==> config.mk <==
export PLATFORM = sky130hd
export DESIGN_NAME = prescaler_bank_flat
export DESIGN_NICKNAME = d
export VERILOG_FILES = /design/src/rtl/prescaler_bank_if.sv /design/src/rtl/prescaler_bank.sv /design/src/flat_wrapper.sv
export SDC_FILE = /design/constraint.sdc
export NUM_CORES = 1
export LEC_CHECK = 0
export ABC_AREA = 1
export ABC_CLOCK_PERIOD_IN_PS = 2600
export BUFFER_PORTS_ARGS = -buffer_cell sky130_fd_sc_hd__buf_4
export CORE_MARGIN = 10
export CORE_UTILIZATION = 50
export DETAILED_ROUTE_END_ITERATION = 7
export PLACE_DENSITY = 0.8
export SLEW_MARGIN = 20
export SYNTH_ARGS = -nofsm -noshare
export SYNTH_HDL_FRONTEND = slang
export SYNTH_SLANG_ARGS = --single-unit
==> constraint.sdc <==
create_clock -name clk -period 2.6 [get_ports clk]
set_input_delay 0.26 -clock clk [delete_from_list [all_inputs] [get_ports clk]]
set_output_delay 0.26 -clock clk [all_outputs]
set_load 0.02 [all_outputs]
==> src/rtl/prescaler_bank_if.sv <==
// Bus bundle between the register bank and prescaler_bank: divider/enable/mode controls in,
// tick/f strobes out. The phase vector exists only when PRESCALER_PHASE_EN is defined.
interface prescaler_bank_if #(
  parameter int CHANNELS = 4,
  parameter int BITS     = 32
);
  logic [CHANNELS-1:0]      en;
  logic [CHANNELS-1:0]      mode;
  logic [BITS*CHANNELS-1:0] div;
  logic                     sync;
`ifdef PRESCALER_PHASE_EN
  logic [BITS*CHANNELS-1:0] phase;
`endif
  logic [CHANNELS-1:0]      tick;
  logic [CHANNELS-1:0]      f;

`ifdef PRESCALER_PHASE_EN
  modport master (output en, mode, div, sync, phase, input tick, f);
  modport slave  (input en, mode, div, sync, phase, output tick, f);
`else
  modport master (output en, mode, div, sync, input tick, f);
  modport slave  (input en, mode, div, sync, output tick, f);
`endif
endinterface

==> src/rtl/prescaler_bank.sv <==
// Multi-channel programmable clock-enable generator with toggle/pulse modes and common sync.
// Optional feature macro: PRESCALER_PHASE_EN (adds per-channel phase skew loaded on sync).
module prescaler_bank #(
  parameter int CHANNELS = 4,
  parameter int BITS     = 32
) (
  input  logic                clk,
  input  logic                rst,
  prescaler_bank_if.slave     bus
);

  logic [BITS-1:0]     cnt       [CHANNELS];
  logic [BITS-1:0]     d_eff     [CHANNELS];
  logic [BITS-1:0]     reload    [CHANNELS];
  logic [BITS-1:0]     sync_load [CHANNELS];
  logic [CHANNELS-1:0] tick_r;
  logic [CHANNELS-1:0] f_r;

  // A zero divider behaves as divide-by-one so a channel can never stall.
  function automatic logic [BITS-1:0] eff_div(input logic [BITS-1:0] d);
    return (d == '0) ? BITS'(1) : d;
  endfunction

`ifdef PRESCALER_PHASE_EN
  // Out-of-range phases clip to the longest possible wait within one period.
  function automatic logic [BITS-1:0] phase_load(input logic [BITS-1:0] ph,
                                                 input logic [BITS-1:0] d);
    return (ph < d) ? ph : d - BITS'(1);
  endfunction
`endif

  always_comb begin
    for (int i = 0; i < CHANNELS; i++) begin
      d_eff[i]  = eff_div(bus.div[BITS*i +: BITS]);
      reload[i] = d_eff[i] - BITS'(1);
`ifdef PRESCALER_PHASE_EN
      sync_load[i] = phase_load(bus.phase[BITS*i +: BITS], d_eff[i]);
`else
      sync_load[i] = reload[i];
`endif
    end
  end

  // div is only consumed at reload points, so in-flight periods finish with the old value.
  always_ff @(posedge clk) begin
    if (rst) begin
      for (int i = 0; i < CHANNELS; i++) cnt[i] <= '0;
      tick_r <= '0;
      f_r    <= '0;
    end else begin
      for (int i = 0; i < CHANNELS; i++) begin
        if (bus.sync) begin
          cnt[i]    <= sync_load[i];
          tick_r[i] <= 1'b0;
          f_r[i]    <= 1'b0;
        end else if (!bus.en[i]) begin
          tick_r[i] <= 1'b0;
        end else if (cnt[i] == '0) begin
          cnt[i]    <= reload[i];
          tick_r[i] <= 1'b1;
          f_r[i]    <= bus.mode[i] ? 1'b1 : ~f_r[i];
        end else begin
          cnt[i]    <= cnt[i] - BITS'(1);
          tick_r[i] <= 1'b0;
          if (bus.mode[i]) f_r[i] <= 1'b0;
        end
      end
    end
  end

  assign bus.tick = tick_r;
  assign bus.f    = f_r;

endmodule

==> src/flat_wrapper.sv <==
// flat-port wrapper written by rule: the top's interface ports become plain ports
module prescaler_bank_flat 
#(
  parameter int CHANNELS = 4,
  parameter int BITS     = 32
)
  (clk, rst, bus_en, bus_mode, bus_div, bus_sync, bus_tick, bus_f);
  prescaler_bank_if #(.CHANNELS(CHANNELS), .BITS(BITS)) bus_i ();
  input  logic clk;
  input  logic rst;
  input wire logic [$bits(bus_i.en)-1:0] bus_en;
  input wire logic [$bits(bus_i.mode)-1:0] bus_mode;
  input wire logic [$bits(bus_i.div)-1:0] bus_div;
  input wire logic [$bits(bus_i.sync)-1:0] bus_sync;
  output wire logic [$bits(bus_i.tick)-1:0] bus_tick;
  output wire logic [$bits(bus_i.f)-1:0] bus_f;
  assign bus_i.en = bus_en;
  assign bus_i.mode = bus_mode;
  assign bus_i.div = bus_div;
  assign bus_i.sync = bus_sync;
  assign bus_tick = bus_i.tick;
  assign bus_f = bus_i.f;
  prescaler_bank #(.CHANNELS(CHANNELS), .BITS(BITS)) u_core (.clk(clk), .rst(rst), .bus(bus_i));
endmodule
**Yosys cells after proc, flatten, opt, wreduce, memory -nomap -nowiden**

Memory sizes are Yosys's and may differ from the RTL's.
Index checks and enable logic that the tools add are counted.

- Register bits after elaboration: 8
- Latch bits: 0
- RAM bits: 128
- Bits in read-only memories: 0
- Output and inout port bits: 8
- Word-level logic and storage cells: 120
- Memories: 1

- Add/sub/neg operators: 8
- Multipliers: 0
- Divide/modulo/power cells: 0
- Magnitude comparators: 0
- Equality and inequality tests: 0
- Shift-type cells: 0
- Muxes and demuxes: 73
- Bitwise operators: 16
- Reductions and logical operators: 17

Memory list:

| name | depth | width | rd ports | clocked after memory_dff | wr ports | line | source |
|---|---|---|---|---|---|---|---|
| u_core.cnt | 4 | 32 | 4 | 0 | 4 | prescaler_bank.sv:12 | `logic [BITS-1:0] cnt [CHANNELS];` |

Operator list:

| cell | number |
|---|---|
| 32-bit two-way mux | 16 |
| 32-bit zero test | 8 |
| 32-bit by 1-bit subtractor with 32-bit output, second input constant | 8 |
| 1-bit two-way mux | 57 |
| 1-bit bitwise OR | 12 |
| 2-bit AND reduction | 4 |
| 2-bit nonzero test | 4 |
| 1-bit NOT | 4 |
| 2-bit OR reduction | 1 |

**Depth between registers and ports, before layout**

Gate-level depths: netlist of the first run.

- Word-level depth: 8
- Mapped depth: 20
- Mapped depth without buffers: 19

**Worst setup path after synthesis of the first run**

OpenSTA, ideal clock, no wires.

- Path type: reg2reg
- Start point: memory u_core.cnt[1][19]
- End point: memory u_core.cnt[1][20] (data pin)
- Data arrival time: 2.139 ns
- Setup slack: 0.208 ns
- Stages on the path, launching flop included: 18
- Path buffers: 1
- Period minus slack after synthesis: 2.392 ns
- Cell sequence: edfxtp_1 -> nor2_1 -> and2_1 -> nand2_1 -> nor2_1 -> nand2_2 -> buf_2 -> nand3_1 -> nand2_2 -> inv_1 -> ha_1 -> nand2_1 -> nor2_1 -> nand3_2 -> nor2_4 -> nand2_1 -> nor2_1 -> nor2_1

RTL lines:

| item | line |
|---|---|
| start: declaration | prescaler_bank.sv:12 |

==> results of run 1 <==
[state kept, by name, summed over array words and instances (netlist names)]
register	flops
u_core.cnt	128
u_core.bus.tick	4
u_core.bus.f	4
[layout make-up]
cell class,count,area [sq um]
timing repair buffer,313,2560
fill,1858,6910
tap,285,357
multi-input combinational,1377,7350
clock inverter,13,203
clock buffer,19,433
inverter,237,895
sequential,136,4000
[worst register-to-register path, cell delays in order (launching register included)]
cell and delay (ns):
sky130_fd_sc_hd__edfxtp_1 0.42, sky130_fd_sc_hd__nor2_2 0.15, sky130_fd_sc_hd__nand2_1 0.08, sky130_fd_sc_hd__nor2_2 0.17
sky130_fd_sc_hd__nand2_2 0.10, sky130_fd_sc_hd__o21ai_4 0.30, sky130_fd_sc_hd__buf_6 0.16, sky130_fd_sc_hd__nand2_2 0.07
sky130_fd_sc_hd__nand2_4 0.09, sky130_fd_sc_hd__ha_4 0.16, sky130_fd_sc_hd__nand2_4 0.07, sky130_fd_sc_hd__nor2_4 0.16
sky130_fd_sc_hd__nand3_4 0.15, sky130_fd_sc_hd__nor2_4 0.21, sky130_fd_sc_hd__nand3_2 0.08, sky130_fd_sc_hd__nand2_1 0.07
sky130_fd_sc_hd__nor2_1 0.04
[through the flow]
stage / hold slack [ns] / power [uW] / util [%]
global placement: 0.468 / 4170 / 60.2
finish: 0.120 / 7160 / 69.6
CTS: 0.108 / 6870 / 63.6
global route: 0.133 / 7460 / 69.6
detailed placement: 0.479 / 4200 / 60.2
floorplan: 0.422 / 3630 / -
[metal layers]
metal / vias up / GRT usage, % / routed length [um]
met5: - / 0 / 0
met4: 0 / 7.87 / 1450
met3: 131 / 5.31 / 3710
met2: 720 / 38.9 / 18000
met1: 5900 / 29.3 / 15400
li1: 6339 / - / -
[worst paths after layout]
check / start / endpoint / slack, ns
setup reg to reg: u_core.cnt[2][15] / u_core.cnt[2][22] / -0.12
setup / recovery: u_core.cnt[2][15] / u_core.cnt[2][22] / -0.12
hold / removal: bus_mode[2] / u_core.bus.f[2] / 0.12
hold reg to reg: u_core.bus.f[0] / u_core.bus.f[0] / 0.50
[cells in the final DEF, fill, tap and decap left out, drive strengths merged]
cell / instances
clkbuf: 24
xnor2: 28
a31oi: 1
nand2: 506
a22o: 8
nor4: 7
inv: 237
o21ai: 58
a21oi: 67
o22ai: 6
nor3: 33
dfxtp: 8
nand3: 172
xor2: 19
ha: 6
nor3b: 2
buf: 308
and3: 1
nand3b: 8
or2: 5
bufinv: 5
or3: 1
clkinvlp: 1
nor2: 400
clkinv: 7
mux2: 2
o21a: 8
o21bai: 1
edfxtp: 128
a31o: 1
nand4: 30
and2: 7
[power by group through the flow]
stage | registers (uW) | clock network [uW] | logic [uW]
2_1_floorplan | 2720 | 0 | 910
3_3_place_gp | 2740 | 0 | 1430
3_5_place_dp | 2750 | 0 | 1450
4_1_cts | 2700 | 2690 | 1480
5_1_grt | 2730 | 2790 | 1940
6_report | 2720 | 2670 | 1760
[what timing repair did]
action / CTS / global route
hold buffers: 0 / 0
buffers inserted: 8 / 43
endpoints found under the setup margin: 42 / 81
pin swaps: 9 / 94
cloned: 0 / 6
resized for setup: 24 / 277
[kinds of logic (layout without fill, tap and decap cells)]
| group | Yosys count | count (layout) | share of synthesized area, % |
|---|---|---|---|
| AND/OR/NAND/NOR | 1171 | 1172 | 43.8 |
| buffers and inverters | 279 | 582 | 10.1 |
| AO/OA/AOI/OAI | 150 | 150 | 7.17 |
| flip-flops | 136 | 136 | 34.6 |
| XOR/XNOR | 47 | 47 | 3.55 |
| adder cells (fa/ha/maj) | 6 | 6 | 0.648 |
| multiplexers | 2 | 2 | 0.194 |
==> metrics.txt, run 1 <==
# TYPE chip_impl_metric gauge
chip_impl_info{name="ys.flop_type",value="sky130_fd_sc_hd__edfxtp_1"} 1
chip_impl_info{name="synthMostInstantiatedCell",value="sky130_fd_sc_hd__nand2_1"} 1
chip_impl_metric{name="power-per-cell-area",unit="mW/mm^2"} 453
chip_impl_metric{name="pre_antenna_drt_iters",unit=""} 6
chip_impl_metric{name="worstPathBufferInverterCount",unit=""} 1
chip_impl_metric{name="seq_area_frac_synth",unit="%"} 34.6
chip_impl_metric{name="area_delta_synth_final",unit="%"} 36.4
chip_impl_metric{name="synth-warning-count",unit=""} 0
chip_impl_info{name="run_status",value="complete, but fails checks"} 1
chip_impl_info{name="cts.root.buffer_cell",value="sky130_fd_sc_hd__clkbuf_16"} 1
chip_impl_info{name="critPathTopFamily",value="simple AND/OR/NAND/NOR gates"} 1
chip_impl_metric{name="global_route.usage.total",unit="%"} 23.4
chip_impl_metric{name="post_place_setup_slack",unit="ns"} -0.160
chip_impl_metric{name="synthesis.area_per_instance",unit="sq um"} 6.47
chip_impl_metric{name="drt_wl_total",unit="um"} 38600
chip_impl_metric{name="timing.critical_path.slowest_cell_delay",unit="ns"} 0.42
chip_impl_metric{name="pwr-share-comb",unit="%"} 24.6
chip_impl_metric{name="synth_cells",unit=""} 1791
chip_impl_metric{name="final_max_slew_viol_count",unit=""} 0
chip_impl_metric{name="hold_path_depth",unit=""} 3
chip_impl_metric{name="count_of_pins_on_the_block_boundary",unit=""} 147
chip_impl_metric{name="synth_enable_flop_cells",unit=""} 128
chip_impl_metric{name="grt_antenna_before_repair",unit=""} 0
chip_impl_metric{name="cts_max_level",unit=""} 4
chip_impl_metric{name="cts.sink_count",unit=""} 136
chip_impl_metric{name="placementRows",unit=""} 55
chip_impl_metric{name="grt_start_max_net_pins",unit=""} 33
chip_impl_metric{name="setup-violations-final",unit=""} 22
chip_impl_metric{name="worst_slew_margin_rel",unit="%"} 59.2
chip_impl_metric{name="placed_cells_incl_taps",unit=""} 2291
chip_impl_metric{name="fin_crit",unit="ns"} 2.72
chip_impl_metric{name="power.leakage",unit="uW"} 0.00738
chip_impl_metric{name="synth.net_count",unit=""} 1936
chip_impl_metric{name="first_iter_violations",unit=""} 1206
chip_impl_metric{name="post_route_antenna_net_violation_count",unit=""} 0
chip_impl_metric{name="design.final.nets",unit=""} 2227
chip_impl_metric{name="clock-skew-final",unit="ns"} 0.0147
chip_impl_metric{name="setup-tns-final",unit="ns"} -1.72
chip_impl_metric{name="synth_top_area_share",unit="%"} 33.2
chip_impl_metric{name="clkTransAtPathRegs",unit="ns"} 0.07
chip_impl_metric{name="path_depth",unit=""} 16
chip_impl_metric{name="max-clock-path-buffers",unit=""} 2
chip_impl_info{name="crit_chain",value="nor2_2 > nand2_1 > nor2_2 > nand2_2 > o21ai_4 > buf_6 > nand2_2 > nand2_4 > ha_4 > nand2_4 > nor2_4 > nand3_4 > nor2_4 > nand3_2 > nand2_1 > nor2_1"} 1
chip_impl_metric{name="final.period_utilization",unit="%"} 105
chip_impl_info{name="post_synth_most_frequent_cells",value="sky130_fd_sc_hd__nand2_1 (488), sky130_fd_sc_hd__nor2_1 (362), sky130_fd_sc_hd__inv_1 (232), sky130_fd_sc_hd__nand3_1 (170), sky130_fd_sc_hd__edfxtp_1 (128)"} 1
chip_impl_metric{name="max_freq",unit="MHz"} 367
chip_impl_metric{name="post_route_cells_drive_above_1_share",unit="%"} 30.1
chip_impl_info{name="timing.critical_path.to_type",value="flop"} 1
chip_impl_metric{name="grt_pass1_vias",unit=""} 12000
chip_impl_info{name="violations",value="setup timing"} 1
chip_impl_metric{name="routed-via-count",unit=""} 13100
chip_impl_metric{name="cp.required",unit="ns"} 2.79
chip_impl_metric{name="fin_area",unit="sq mm"} 0.0158
chip_impl_metric{name="hold_viol_final",unit=""} 0
chip_impl_metric{name="timing.final.ws_setup",unit="ns"} -0.125
chip_impl_metric{name="die-width",unit="um"} 172
chip_impl_metric{name="p_clk_share",unit="%"} 37.4
chip_impl_metric{name="max-vdd-ir-drop",unit="uV"} 454
chip_impl_metric{name="drt-vias-per-instance",unit=""} 5.50
chip_impl_metric{name="r2r_cells",unit=""} 16
chip_impl_metric{name="total_switching_power",unit="uW"} 2150
chip_impl_metric{name="instances_no_fill",unit=""} 2380
chip_impl_metric{name="wirelength_per_cell",unit="um"} 16.2
chip_impl_metric{name="initial_core_util",unit="%"} 51.0
chip_impl_metric{name="power.share.switching",unit="%"} 30.0
chip_impl_metric{name="fp.coreArea",unit="sq mm"} 0.0227
chip_impl_info{name="timing_worst_setup_path_type",value="flop to flop"} 1
chip_impl_metric{name="synth_cell_type_count",unit=""} 43
chip_impl_metric{name="cts_inserted_buffers",unit=""} 17
chip_impl_metric{name="later_pin_clock_latency_in_the_skew_report",unit="ns"} 0.43
chip_impl_metric{name="grt_first_pass_wirelength",unit="um"} 56200
chip_impl_metric{name="dp_hpwl",unit="um"} 27200
chip_impl_metric{name="critical_path.max_fanout",unit=""} 5
chip_impl_metric{name="die_h",unit="um"} 172
chip_impl_info{name="timing.critical_path.slowest_stage_cell",value="sky130_fd_sc_hd__edfxtp_1"} 1
chip_impl_metric{name="fp.dieArea",unit="sq mm"} 0.0296
chip_impl_metric{name="placement.io_buffers",unit=""} 146
chip_impl_metric{name="antenna_cells_inserted",unit=""} 0
chip_impl_info{name="setup.worst_path.start_class",value="flop"} 1
chip_impl_metric{name="crit_arrival",unit="ns"} 2.91
chip_impl_metric{name="cellInternalPower",unit="uW"} 5010
chip_impl_metric{name="place.gp.congestion",unit=""} 0.979
chip_impl_metric{name="synthesis.area",unit="sq mm"} 0.0116
chip_impl_metric{name="tightestPinTransition",unit="ns"} 0.612
chip_impl_metric{name="seq_power_share",unit="%"} 38.0
chip_impl_info{name="min-delay-path-class",value="input pin to flop"} 1
chip_impl_metric{name="global_route.overflow_total",unit=""} 0
chip_impl_metric{name="ffs_w_async_s_r_synth",unit="%"} 0
chip_impl_info{name="post_synth_main_area_contributors",value="sky130_fd_sc_hd__edfxtp_1 (33%), sky130_fd_sc_hd__nand2_1 (16%), sky130_fd_sc_hd__nor2_1 (12%)"} 1
chip_impl_metric{name="yosys_register_bits",unit=""} 136
chip_impl_info{name="grt_setup_unrepaired",value="true"} 1
chip_impl_info{name="yosys.area.top_type",value="sky130_fd_sc_hd__edfxtp_1"} 1
chip_impl_metric{name="timing.max_cap.violations",unit=""} 0
chip_impl_info{name="tritoncts",value="done"} 1
chip_impl_metric{name="dp_area",unit="sq mm"} 0.0137
chip_impl_metric{name="detail_route.drc_violations",unit=""} 0
No activity file was read; power rests on OpenSTA's default activity.
==> inputs of run 2 (changes only) <==
--- a/config.mk
+++ b/config.mk
@@ -12,6 +12,7 @@
 export CORE_UTILIZATION = 50
 export DETAILED_ROUTE_END_ITERATION = 7
 export PLACE_DENSITY = 0.8
+export RECOVER_POWER = 25
 export SLEW_MARGIN = 20
 export SYNTH_ARGS = -nofsm -noshare
 export SYNTH_HDL_FRONTEND = slang
==> metrics.txt, run 2 (synthesis gave the netlist of run 1 again) <==
# TYPE chip_impl_metric gauge
chip_impl_metric{name="detail_route.drc_violations",unit=""} 0
chip_impl_metric{name="power.leakage",unit="uW"} 0.00737
chip_impl_metric{name="grt_antenna_before_repair",unit=""} 0
chip_impl_metric{name="setup-violations-final",unit=""} 20
chip_impl_metric{name="worst_slew_margin_rel",unit="%"} -11.1
chip_impl_metric{name="grt_start_max_net_pins",unit=""} 33
chip_impl_info{name="timing_worst_setup_path_type",value="flop to flop"} 1
chip_impl_metric{name="max_freq",unit="MHz"} 369
chip_impl_info{name="hp_start",value="bus_mode[2]"} 1
chip_impl_info{name="min-delay-path-class",value="input pin to flop"} 1
chip_impl_info{name="setup.worst_path.start_class",value="flop"} 1
chip_impl_metric{name="placementRows",unit=""} 55
chip_impl_metric{name="cellInternalPower",unit="uW"} 5010
chip_impl_metric{name="timing.max_cap.violations",unit=""} 1
chip_impl_metric{name="power-per-cell-area",unit="mW/mm^2"} 453
chip_impl_info{name="most_common_cell_type_on_the_critical_path",value="sky130_fd_sc_hd__nand2_2"} 1
chip_impl_metric{name="grt_first_pass_wirelength",unit="um"} 56200
chip_impl_metric{name="routed-via-count",unit=""} 13100
chip_impl_metric{name="post_route_cells_drive_above_1_share",unit="%"} 29.9
chip_impl_metric{name="crit_arrival",unit="ns"} 2.90
chip_impl_metric{name="die-width",unit="um"} 172
chip_impl_metric{name="fp.coreArea",unit="sq mm"} 0.0227
chip_impl_metric{name="max-vdd-ir-drop",unit="uV"} 459
chip_impl_info{name="crit_chain",value="nor2_2 > nand2_1 > nor2_2 > nand2_2 > o21ai_4 > buf_6 > nand2_2 > nand2_4 > nand2_2 > nor2_4 > nand2_2 > nor2_4 > and2_4 > nand2_1 > nand2_1 > inv_1"} 1
chip_impl_metric{name="cts_inserted_buffers",unit=""} 17
chip_impl_metric{name="seq_power_share",unit="%"} 38.0
chip_impl_info{name="violations",value="capacitance limit, slew limit, setup timing"} 1
chip_impl_info{name="layout_common_cells",value="sky130_fd_sc_hd__nand2_1 (391), sky130_fd_sc_hd__nor2_1 (296), sky130_fd_sc_hd__buf_4 (281)"} 1
chip_impl_metric{name="pwr-share-comb",unit="%"} 24.6
chip_impl_metric{name="cts_max_level",unit=""} 4
chip_impl_metric{name="fin_crit",unit="ns"} 2.71
chip_impl_metric{name="r2r_setup_slack",unit="ns"} -0.11
chip_impl_metric{name="power.share.switching",unit="%"} 30.0
chip_impl_metric{name="count_of_pins_on_the_block_boundary",unit=""} 147
chip_impl_metric{name="clock-skew-final",unit="ns"} 0.0150
chip_impl_metric{name="cp.required",unit="ns"} 2.79
chip_impl_metric{name="critical_path.max_fanout",unit=""} 5
chip_impl_info{name="tritoncts",value="done"} 1
chip_impl_info{name="whs_endpoint",value="u_core.bus.f[2]"} 1
chip_impl_metric{name="timing.critical_path.slowest_cell_delay",unit="ns"} 0.42
chip_impl_metric{name="post_place_setup_slack",unit="ns"} -0.160
chip_impl_info{name="rr_startpoint",value="u_core.cnt[2][15]"} 1
chip_impl_metric{name="wirelength_per_cell",unit="um"} 16.2
chip_impl_info{name="run_status",value="complete, but fails checks"} 1
chip_impl_metric{name="antenna_cells_inserted",unit=""} 0
chip_impl_metric{name="die_h",unit="um"} 172
chip_impl_metric{name="drt_wl_total",unit="um"} 38400
chip_impl_metric{name="global_route.usage.total",unit="%"} 23.4
chip_impl_metric{name="total_switching_power",unit="uW"} 2140
chip_impl_metric{name="area_delta_synth_final",unit="%"} 36.2
chip_impl_info{name="reg2reg_to",value="u_core.cnt[2][31]"} 1
chip_impl_metric{name="placed_cells_incl_taps",unit=""} 2291
chip_impl_metric{name="r2r_cells",unit=""} 16
chip_impl_info{name="max_flop_register",value="u_core.cnt"} 1
chip_impl_metric{name="max-clock-path-buffers",unit=""} 2
chip_impl_metric{name="setup-tns-final",unit="ns"} -1.42
chip_impl_metric{name="dp_hpwl",unit="um"} 27200
chip_impl_metric{name="final_max_slew_viol_count",unit=""} 33
chip_impl_metric{name="design_power_total",unit="uW"} 7150
chip_impl_info{name="final_common_cell",value="sky130_fd_sc_hd__nand2_1"} 1
chip_impl_metric{name="place.gp.congestion",unit=""} 0.979
chip_impl_info{name="timing.critical_path.slowest_stage_cell",value="sky130_fd_sc_hd__edfxtp_1"} 1
chip_impl_metric{name="initial_core_util",unit="%"} 51.0
chip_impl_info{name="grt_setup_unrepaired",value="true"} 1
chip_impl_metric{name="drt-vias-per-instance",unit=""} 5.50
chip_impl_metric{name="timing.final.ws_setup",unit="ns"} -0.113
chip_impl_info{name="cts.root.buffer_cell",value="sky130_fd_sc_hd__clkbuf_16"} 1
chip_impl_metric{name="tightestPinTransition",unit="ns"} 1.67
chip_impl_metric{name="grt_pass1_vias",unit=""} 12000
chip_impl_metric{name="later_pin_clock_latency_in_the_skew_report",unit="ns"} 0.43
chip_impl_metric{name="final.period_utilization",unit="%"} 104
chip_impl_metric{name="cts.sink_count",unit=""} 136
chip_impl_metric{name="largest_register_ffs",unit=""} 128
chip_impl_info{name="timing.critical_path.to_type",value="flop"} 1
chip_impl_metric{name="placement.io_buffers",unit=""} 146
chip_impl_metric{name="fp.dieArea",unit="sq mm"} 0.0296
chip_impl_metric{name="first_iter_violations",unit=""} 1267
chip_impl_metric{name="p_clk_share",unit="%"} 37.4
chip_impl_metric{name="instances_no_fill",unit=""} 2380
chip_impl_metric{name="hold_path_depth",unit=""} 3
chip_impl_metric{name="ctsHoldBuffers",unit=""} 0
chip_impl_metric{name="pre_antenna_drt_iters",unit=""} 5
chip_impl_metric{name="clkTransAtPathRegs",unit="ns"} 0.06
chip_impl_metric{name="design.final.nets",unit=""} 2227
chip_impl_metric{name="post_route_antenna_net_violation_count",unit=""} 0
chip_impl_metric{name="global_route.overflow_total",unit=""} 0
chip_impl_metric{name="hold_viol_final",unit=""} 0
## run 2: layout make-up
class                           count  area, sq um
Clock inverter                     13          203
Multi-Input combinational cell   1377         7340
Fill cell                        1862         6940
Inverter                          237          895
Timing Repair Buffer              313         2540
Sequential cell                   136         4000
Tap cell                          285          357
Clock buffer                       19          433
## run 2: power by group through the flow
stage | Sequential (uW) | Combinational, uW | Clock, uW
2_1_floorplan | 2720 | 910 | 0
3_3_place_gp | 2740 | 1430 | 0
3_5_place_dp | 2750 | 1450 | 0
4_1_cts | 2700 | 1480 | 2690
5_1_grt | 2740 | 1930 | 2790
6_report | 2720 | 1760 | 2670
## run 2: worst max path at each step
stage,start,end,slack [ns],cells after the start
after floorplan,u_core.cnt[1][19],u_core.cnt[1][20],0.21,17
after global placement,u_core.cnt[1][15],u_core.cnt[1][26],-0.05,16
after detailed placement,u_core.cnt[1][15],u_core.cnt[1][22],-0.16,16
after CTS,u_core.cnt[1][15],u_core.cnt[1][22],-0.02,16
after global routing,u_core.cnt[2][13],u_core.cnt[2][31],-0.24,16
final,u_core.cnt[2][15],u_core.cnt[2][31],-0.11,16
## run 2: per-stage QoR
stage	hold WS [ns]	util [%]	area [sq um]
after floorplan	0.422	-	11600
after global placement	0.468	60.2	13700
after detailed placement	0.479	60.2	13700
after CTS	0.108	63.6	14400
after global routing	0.135	69.5	15800
final	0.120	69.5	15800
## run 2: critical path: cells and delay by family, from the launching register on
family	cells	cell delay, ns
AO/OA/AOI/OAI	1	0.30
flip-flops	1	0.42
AND/OR/NAND/NOR	13	1.53
buffers and inverters	2	0.20
## run 2: what timing repair did
item / 4_1_cts / 5_1_grt
buffers inserted: 8 / 43
pin swaps: 9 / 94
setup endpoints to repair: 42 / 81
resized for setup: 24 / 277
cloned: 0 / 6
## run 2: per-layer routing
metal / global-route usage (%) / wire, um
met4: 7.87 / 1280
met5: 0 / 0
met2: 38.9 / 18100
met1: 29.3 / 15500
met3: 5.31 / 3630
==> inputs of run 3 (changes only) <==
--- a/config.mk
+++ b/config.mk
@@ -9,9 +9,9 @@
 export ABC_CLOCK_PERIOD_IN_PS = 2600
 export BUFFER_PORTS_ARGS = -buffer_cell sky130_fd_sc_hd__buf_4
 export CORE_MARGIN = 10
-export CORE_UTILIZATION = 50
+export CORE_UTILIZATION = 54
 export DETAILED_ROUTE_END_ITERATION = 7
-export PLACE_DENSITY = 0.8
+export PLACE_DENSITY = 0.85
 export RECOVER_POWER = 25
 export SLEW_MARGIN = 20
 export SYNTH_ARGS = -nofsm -noshare
==> metrics.txt, run 3 (synthesis gave the netlist of run 1 again) <==
# TYPE chip_impl_metric gauge
chip_impl_info{name="run_status",value="complete, but fails checks"} 1
chip_impl_info{name="violations",value="setup timing"} 1
chip_impl_metric{name="clock-skew-final",unit="ns"} 0.0150
chip_impl_metric{name="cts.sink_count",unit=""} 136
chip_impl_metric{name="global_route.overflow_total",unit=""} 0
chip_impl_info{name="setup.worst_path.start_class",value="flop"} 1
chip_impl_metric{name="fp.dieArea",unit="sq mm"} 0.0277
chip_impl_metric{name="initial_core_util",unit="%"} 54.9
chip_impl_metric{name="post_route_cells_drive_above_1_share",unit="%"} 27.0
chip_impl_info{name="grt_setup_unrepaired",value="true"} 1
chip_impl_metric{name="fp.coreArea",unit="sq mm"} 0.0211
chip_impl_metric{name="instances_no_fill",unit=""} 2345
chip_impl_info{name="timing.critical_path.slowest_stage_cell",value="sky130_fd_sc_hd__edfxtp_1"} 1
chip_impl_metric{name="place.gp.congestion",unit=""} 0.971
chip_impl_metric{name="r2r_setup_slack",unit="ns"} -0.12
chip_impl_metric{name="fillers",unit=""} 1662
chip_impl_metric{name="dp_hpwl",unit="um"} 26700
chip_impl_info{name="top_sig_layer",value="met4"} 1
chip_impl_metric{name="first_iter_violations",unit=""} 1423
chip_impl_metric{name="crit_arrival",unit="ns"} 2.90
chip_impl_info{name="whs_endpoint",value="u_core.bus.f[3]"} 1
chip_impl_metric{name="final.period_utilization",unit="%"} 105
chip_impl_info{name="final_common_cell",value="sky130_fd_sc_hd__nand2_1"} 1
chip_impl_metric{name="power-per-cell-area",unit="mW/mm^2"} 464
chip_impl_info{name="rr_startpoint",value="u_core.cnt[0][15]"} 1
chip_impl_metric{name="met2WireLength",unit="um"} 17900
chip_impl_metric{name="worstPathBufferInverterCount",unit=""} 2
chip_impl_metric{name="die-width",unit="um"} 166
chip_impl_metric{name="grt_antenna_before_repair",unit=""} 0
chip_impl_metric{name="finalCoreUtilization",unit="%"} 72.9
chip_impl_metric{name="placement.io_buffers",unit=""} 146
chip_impl_metric{name="power.leakage",unit="uW"} 0.00720
chip_impl_metric{name="max_freq",unit="MHz"} 367
chip_impl_metric{name="timing.final.ws_setup",unit="ns"} -0.122
chip_impl_metric{name="post_route_antenna_net_violation_count",unit=""} 0
chip_impl_metric{name="die_h",unit="um"} 166
chip_impl_metric{name="global_route.usage.total",unit="%"} 24.0
chip_impl_metric{name="detail_route.wirelength.met1",unit="um"} 14900
chip_impl_info{name="timing.critical_path.to_type",value="flop"} 1
chip_impl_metric{name="dp_area",unit="sq mm"} 0.0135
chip_impl_metric{name="later_pin_clock_latency_in_the_skew_report",unit="ns"} 0.43
chip_impl_metric{name="placed_cells_incl_taps",unit=""} 2263
chip_impl_metric{name="antenna_cells_inserted",unit=""} 0
chip_impl_metric{name="drt-vias-per-instance",unit=""} 5.56
chip_impl_metric{name="setup-tns-final",unit="ns"} -1.43
chip_impl_metric{name="placementRows",unit=""} 53
chip_impl_metric{name="tightestPinTransition",unit="ns"} 0.944
chip_impl_metric{name="pre_antenna_drt_iters",unit=""} 7
chip_impl_metric{name="setup-violations-final",unit=""} 25
chip_impl_metric{name="wirelength_per_cell",unit="um"} 16.1
chip_impl_info{name="crit_chain",value="inv_2 > nand2_1 > nor2_1 > nand2_1 > nor2_2 > nand2_4 > nand2_8 > clkbuf_16 > nand2_4 > nand2_4 > nand2_4 > nor2_4 > nand2_2 > nor2_4 > nand3_2 > nor2_1 > nor2_1"} 1
chip_impl_metric{name="routed-via-count",unit=""} 13000
chip_impl_metric{name="max-clock-path-buffers",unit=""} 2
chip_impl_metric{name="met3WireLength",unit="um"} 3680
chip_impl_info{name="timing_worst_setup_path_type",value="flop to flop"} 1
chip_impl_info{name="tritoncts",value="done"} 1
chip_impl_metric{name="drt_wl_total",unit="um"} 37800
chip_impl_metric{name="r2r_cells",unit=""} 17
chip_impl_metric{name="count_of_pins_on_the_block_boundary",unit=""} 147
chip_impl_metric{name="worst_slew_margin_rel",unit="%"} 37.1
chip_impl_metric{name="cp.required",unit="ns"} 2.78
chip_impl_metric{name="timing.critical_path.slowest_cell_delay",unit="ns"} 0.42
chip_impl_metric{name="grt_pass1_vias",unit=""} 12100
chip_impl_metric{name="grt_start_max_net_pins",unit=""} 33
chip_impl_info{name="min-delay-path-class",value="input pin to flop"} 1
chip_impl_metric{name="fin_crit",unit="ns"} 2.72
chip_impl_metric{name="clkTransAtPathRegs",unit="ns"} 0.07
chip_impl_metric{name="area_delta_synth_final",unit="%"} 32.7
chip_impl_info{name="critPathTopFamily",value="simple AND/OR/NAND/NOR gates"} 1
chip_impl_metric{name="grt_first_pass_wirelength",unit="um"} 56700
chip_impl_info{name="max_flop_register",value="u_core.cnt"} 1
chip_impl_metric{name="cts_inserted_buffers",unit=""} 17
chip_impl_info{name="most_common_cell_type_on_the_critical_path",value="sky130_fd_sc_hd__nand2_4"} 1
chip_impl_metric{name="final_max_slew_viol_count",unit=""} 0
chip_impl_metric{name="cts_max_level",unit=""} 4
chip_impl_metric{name="design.final.nets",unit=""} 2202
chip_impl_metric{name="largest_register_ffs",unit=""} 128
chip_impl_info{name="layout_common_cells",value="sky130_fd_sc_hd__nand2_1 (419), sky130_fd_sc_hd__nor2_1 (307), sky130_fd_sc_hd__buf_4 (263)"} 1
chip_impl_metric{name="timing.max_cap.violations",unit=""} 0
chip_impl_info{name="hp_start",value="bus_mode[3]"} 1
chip_impl_metric{name="critical_path.max_fanout",unit=""} 8
chip_impl_metric{name="detail_route.drc_violations",unit=""} 0
chip_impl_metric{name="fin_area",unit="sq mm"} 0.0154
chip_impl_metric{name="hold_viol_final",unit=""} 0
chip_impl_info{name="cts.root.buffer_cell",value="sky130_fd_sc_hd__clkbuf_16"} 1
chip_impl_metric{name="hold_path_depth",unit=""} 4
chip_impl_info{name="reg2reg_to",value="u_core.cnt[0][27]"} 1
chip_impl_metric{name="max-vdd-ir-drop",unit="uV"} 475
## run 3: worst max path at each step
stage | from | slack [ns] | cells past startpoint | to
floorplan | u_core.cnt[1][19] | 0.21 | 17 | u_core.cnt[1][20]
detailed placement | bus_sync | -0.07 | 16 | u_core.cnt[0][20]
global route | u_core.cnt[0][15] | -0.25 | 17 | u_core.cnt[0][27]
CTS | u_core.cnt[2][26] | -0.006 | 17 | u_core.cnt[2][20]
global placement | u_core.cnt[2][13] | -0.02 | 17 | u_core.cnt[2][30]
finish | u_core.cnt[0][15] | -0.12 | 17 | u_core.cnt[0][27]
## run 3: layout make-up
class,instances,area [sq um],share of cell area [%]
Clock buffer,17,425,2.77
Clock inverter,15,225,1.46
Inverter,237,895,5.82
Multi-Input combinational cell,1377,7190,46.7
Sequential cell,136,4000,26.0
Tap cell,275,344,2.24
Timing Repair Buffer,288,2290,14.9
## run 3: per-stage QoR
step	setup slack (ns)	hold WS, ns	total power [uW]
2_1_floorplan	0.208	0.422	3630
3_3_place_gp	-0.0170	0.472	4120
3_5_place_dp	-0.0720	0.481	4160
4_1_cts	-0.00632	0.117	6880
5_1_grt	-0.252	0.141	7420
6_report	-0.122	0.129	7140
## run 3: what timing repair did
action                     CTS  global route
buffers inserted             3            42
gates resized for setup     31           223
cloned                       1             4
pin swaps                   13            88
setup endpoints to repair   27            74
hold buffers                 0             0
## run 3: worst reg2reg max path, stage by stage, from the launching register on
cell,delay (ns)
sky130_fd_sc_hd__edfxtp_1,0.42
sky130_fd_sc_hd__inv_2,0.09
sky130_fd_sc_hd__nand2_1,0.06
sky130_fd_sc_hd__nor2_1,0.13
sky130_fd_sc_hd__nand2_1,0.11
sky130_fd_sc_hd__nor2_2,0.20
sky130_fd_sc_hd__nand2_4,0.11
sky130_fd_sc_hd__nand2_8,0.13
sky130_fd_sc_hd__clkbuf_16,0.16
sky130_fd_sc_hd__nand2_4,0.05
sky130_fd_sc_hd__nand2_4,0.10
sky130_fd_sc_hd__nand2_4,0.07
sky130_fd_sc_hd__nor2_4,0.16
sky130_fd_sc_hd__nand2_2,0.10
sky130_fd_sc_hd__nor2_4,0.26
sky130_fd_sc_hd__nand3_2,0.14
sky130_fd_sc_hd__nor2_1,0.10
sky130_fd_sc_hd__nor2_1,0.05
## run 3: per-layer routing
| layer | global-route usage (%) | vias to the layer above |
|---|---|---|
| met2 | 39.3 | 750 |
| li1 | - | 6285 |
| met1 | 30.8 | 5887 |
| met5 | 0 | - |
| met4 | 8.02 | 0 |
| met3 | 5.06 | 121 |
## run 3: report_power, final
part / leakage, uW / switching, uW / internal (uW)
Combinational: 0.00537 / 1020 / 666
Sequential: 0.00152 / 113 / 2600
Clock: 0.000307 / 1030 / 1710
Total: 0.00720 / 2160 / 4970
